## config.mk

```make
export PLATFORM = sky130hd
export DESIGN_NAME = parity_frame_tx
export DESIGN_NICKNAME = d
export VERILOG_FILES = /design/src/rtl/parity_frame_tx.sv
export SDC_FILE = /design/constraint.sdc
export NUM_CORES = 1
export LEC_CHECK = 0
export CAP_MARGIN = 20
export CORE_MARGIN = 1
export CORE_UTILIZATION = 56
export DETAILED_ROUTE_END_ITERATION = 16
export MAX_ROUTING_LAYER = met4
export PLACE_DENSITY = 0.86
export SKIP_LAST_GASP = 1
export SYNTH_ARGS = -nofsm -noshare
export SYNTH_HDL_FRONTEND = slang
export SYNTH_SLANG_ARGS = --single-unit
```

## constraint.sdc

```tcl
create_clock -name clk -period 2.4 [get_ports clk]
set_input_delay 0.48 -clock clk [delete_from_list [all_inputs] [get_ports clk]]
set_output_delay 0.48 -clock clk [all_outputs]
set_load 0.03 [all_outputs]
```

## src/rtl/parity_frame_tx.sv

```systemverilog
// Serial transmitter for the even/odd-parity link. Each frame is a start bit, the data
// LSB-first, one parity bit and a stop bit, with every bit held for CLKS_PER_BIT cycles.
//
// state   | meaning
// --------+----------------------------------------------------------
// IDLE    | line high, ready for a new word
// START   | start bit (tx=0) for CLKS_PER_BIT cycles
// DATA    | shift-register bit 0 on tx, shifted every CLKS_PER_BIT cycles
// PARITY  | parity bit on tx for CLKS_PER_BIT cycles
// STOP    | stop bit (tx=1); done pulses in its last cycle
module parity_frame_tx #(
    parameter int DATA_W       = 4,
    parameter int CLKS_PER_BIT = 4,
    parameter int ODD_PARITY   = 0
) (
    input  logic              clk,
    input  logic              rst,
    input  logic [DATA_W-1:0] data_in,
    input  logic              valid,
    output logic              ready,
    output logic              tx,
    output logic              p_out,
    output logic              busy,
    output logic              done
);

    localparam int CW = $clog2(CLKS_PER_BIT) + 1;
    localparam int BW = $clog2(DATA_W) + 1;
    localparam logic [CW-1:0] CYC_LAST = CW'(CLKS_PER_BIT - 1);
    localparam logic [BW-1:0] BIT_LAST = BW'(DATA_W - 1);

    typedef enum logic [2:0] {
        S_IDLE,
        S_START,
        S_DATA,
        S_PARITY,
        S_STOP
    } state_t;

    state_t            state_q, state_d;
    logic [CW-1:0]     cyc_q, cyc_d;
    logic [BW-1:0]     bit_q, bit_d;
    logic [DATA_W-1:0] shift_q, shift_d;
    logic              p_q, p_d;
    logic              tx_q, tx_d;
    logic              done_q, done_d;
    logic              cyc_last;

    always_ff @(posedge clk) begin
        if (rst) begin
            state_q <= S_IDLE;
            cyc_q   <= '0;
            bit_q   <= '0;
            shift_q <= '0;
            p_q     <= 1'b0;
            tx_q    <= 1'b1;
            done_q  <= 1'b0;
        end else begin
            state_q <= state_d;
            cyc_q   <= cyc_d;
            bit_q   <= bit_d;
            shift_q <= shift_d;
            p_q     <= p_d;
            tx_q    <= tx_d;
            done_q  <= done_d;
        end
    end

    always_comb begin
        state_d  = state_q;
        cyc_d    = cyc_q;
        bit_d    = bit_q;
        shift_d  = shift_q;
        p_d      = p_q;
        cyc_last = (cyc_q == CYC_LAST);

        case (state_q)
            S_IDLE: begin
                if (valid) begin
                    state_d = S_START;
                    shift_d = data_in;
                    p_d     = (ODD_PARITY != 0) ? ~(^data_in) : (^data_in);
                    cyc_d   = '0;
                    bit_d   = '0;
                end
            end
            S_START: begin
                if (cyc_last) begin
                    cyc_d   = '0;
                    state_d = S_DATA;
                end else begin
                    cyc_d = cyc_q + CW'(1);
                end
            end
            S_DATA: begin
                if (cyc_last) begin
                    cyc_d = '0;
                    if (bit_q == BIT_LAST) begin
                        bit_d   = '0;
                        state_d = S_PARITY;
                    end else begin
                        bit_d   = bit_q + BW'(1);
                        shift_d = shift_q >> 1;
                    end
                end else begin
                    cyc_d = cyc_q + CW'(1);
                end
            end
            S_PARITY: begin
                if (cyc_last) begin
                    cyc_d   = '0;
                    state_d = S_STOP;
                end else begin
                    cyc_d = cyc_q + CW'(1);
                end
            end
            S_STOP: begin
                if (cyc_last) begin
                    cyc_d   = '0;
                    state_d = S_IDLE;
                end else begin
                    cyc_d = cyc_q + CW'(1);
                end
            end
            default: begin
                state_d = S_IDLE;
                cyc_d   = '0;
                bit_d   = '0;
            end
        endcase

        // tx and done are registered, so they are decoded from the next-state values
        case (state_d)
            S_START:  tx_d = 1'b0;
            S_DATA:   tx_d = shift_d[0];
            S_PARITY: tx_d = p_d;
            default:  tx_d = 1'b1;
        endcase
        done_d = (state_d == S_STOP) && (cyc_d == CYC_LAST);
    end

    assign ready = (state_q == S_IDLE);
    assign busy  = ~ready;
    assign tx    = tx_q;
    assign p_out = p_q;
    assign done  = done_q;

endmodule

```

==> run summary <==
outcome: complete, no violations
peak fanout along the critical path: 2
Async SR Flop Fraction: 0%
Seq cells post-synth: 16
crit end category: output pin
Slew @ Worst Pin: 0.4573 ns
Layout area overhead: 18.02%
clock transition at the registers of the reported paths: 0.10 ns
fin area: 0.001074 mm2
GRT Total Usage: 25.07%
largest net degree at the start of global routing: 18
later-pin clock latency in the skew report: 0.30 ns
class of the worst hold path: register to register
Pre-antenna DRT Iters: 4
Critical Path AT: 1.73 ns
total CTS buffers: 3
vias in the first global route: 746
fraction of layout cells with a size suffix above 1: 13.91%
Tot Pwr: 567.5 uW
main flop type after synthesis: dfxtp_1
via/cell ratio: 6.252
IO Pins: 12
Leak: 0.4197 nW
row cnt: 14
share of the synthesized area in the top cell type: 35.21%
IR drop worst, VDD: 342.7 uV
critical path class: register to output pin
Distinct cells, synth: 42
Seq/Total Area, Yosys: 35.21%
diode count: 0
syn nets: 110
Die X-Extent: 42.30 um
drc violations: 0
Syn Area/Cell: 9.006 um2
Post-CTS Hold Fix Bufs: 0
Yosys warning total: 0
Longest Clk Path Bufs: 2
dpl cells: 127
Post-synth EDFFs: 0
initial core utilization: 60.38%
CTS tree: built
first-pass GRT wire length: 3215 um
final hold violations: 0
Antenna Nets Post-Route: 0
post-synthesis mux area share: 1.100%
Critical Path Source Type: register
required time worst endpoint: 1.92 ns
Setup Skew: 0.004159 ns
Post-DP Area: 0.001037 mm2
post-route minimum period: 2.213 ns
XOR/XNOR Fraction of Synth Area: 2.889%
CORE AREA: 0.001506 mm2
post-CTS sizing: 0
initial DRC count: 20
post-synthesis compound-gate area fraction: 21.87%
Nets: 125
GRT overflow: 0
CTS root buf: clkbuf_4
Post-Layout Cell Count: 131
Final Slew Violations: 0
PwrDens: 528.6 mW/mm2
largest family of logic cells by synthesized area: simple AND/OR/NAND/NOR gates
TNS Setup: 0 ns
post-CTS setup buffer count: 0
die height: 42.30 um
Post-Syn Instances: 101
HPWL Detailed: 1366 um
drt total wl: 1985 um
initial antenna violation count: 0
relative slew slack: 69.38%
H-tree levels: 1
Setup violations, final: 0
Final Cycle Share: 92.21%
fin util: 71.26%
most common cell after layout, fill and taps aside: dfxtp_1
mapped cell area: 909.6 um2
Max-cap violations: 0
cell taking the most area after synthesis: dfxtp_1
Final GP Congestion: 0.8271
RSZ-0062 raised after global routing: no
Die ar.: 0.001789 mm2
synthesized-area fraction occupied by adder cells: 2.751%
largest cells by area after synthesis: dfxtp_1, a21oi_1, nor2_1
Port-buffer cells: 11
Via Count: 819
per-cell routed wire length: 15.15 um
simple logic cell fraction of the synthesized area: 30.54%
Fmax: 451.9 MHz
Clock Sinks: 16
commonest non-fill, non-tap cells in the layout: dfxtp_1, clkdlybuf4s50_1, a21oi_1, nor2_1, inv_1
## worst max-delay path, stage by stage (launching register included)
cell	delay, ns
dfxtp_1	0.32
or3_1	0.39
inv_1	0.07
clkdlybuf4s50_1	0.66
## path summary, 6_finish.rpt
path | from | to | slack (ns) | cells past startpoint
max | state_q[2]$_SDFF_PP0_ | ready | 0.19 | 3
min | bit_q[1]$_SDFFE_PP0P_ | bit_q[1]$_SDFFE_PP0P_ | 0.48 | 2
max reg2reg | cyc_q[0]$_SDFF_PP0_ | done$_SDFF_PP0_ | 0.62 | 5
min reg2reg | bit_q[1]$_SDFFE_PP0P_ | bit_q[1]$_SDFFE_PP0P_ | 0.48 | 2
## state kept, by name (all words and copies together) (netlist names)
register,cells
shift_q,4
tx,1
cyc_q,3
state_q,3
p_out,1
done,1
bit_q,3
## per-stage QoR
stage	hold slack, ns	setup WS (ns)
finish	0.4806	0.1871
detailed placement	0.4780	0.3264
CTS	0.4920	0.1803
floorplan	0.4472	0.5648
global placement	0.4577	0.3980
global route	0.5105	0.1430
## report_power, final
part	leakage (nW)	internal (mW)	total (mW)	switching (mW)
sequential	0.131	0.275	0.281	0.00551
combinational	0.268	0.0452	0.0970	0.0518
clock	0.0210	0.0927	0.190	0.0968
## kinds of logic after synthesis
| logic type | Yosys count |
|---|---|
| and+or+nand+nor | 40 |
| adders and majority gates | 2 |
| xor gates and xnor gates | 3 |
| AOI/OAI and AO/OA | 29 |
| muxes | 1 |
| buffers and inverters | 10 |
| DFF | 16 |
## synth_stat cells, types with 2 or more instances
cell type / number
a211o_1: 2
a211oi_1: 2
a21oi_1: 8
a22oi_1: 2
and3_1: 2
and3b_1: 2
buf_2: 2
dfxtp_1: 16
ha_1: 2
inv_1: 5
nand2_1: 3
nand2b_1: 3
nand3_1: 3
nand3b_1: 2
nor2_1: 8
nor2b_1: 3
nor3b_1: 3
o21ai_0: 3
o21ai_1: 3
o31ai_1: 2
or2_2: 2
xnor2_1: 3
## layer usage
layer  share of wire, %  vias up  global-route usage (%)
met5                  0        -                       -
met2                 46       19                   38.15
met4                3.6        0                   15.63
met1                 47      388                   29.89
li1                   -      402                       -
met3                3.6       10                   5.603
## final cells by class
type | instances | area, um2
multi-input cells | 75 | 538.0
fillers | 119 | 432.9
flip-flops and latches | 16 | 320.3
repair buffers | 15 | 140.1
clock buffers | 4 | 36.28
well taps | 16 | 20.02
inverters | 5 | 18.77
No activity file was read; power rests on OpenSTA's default activity.
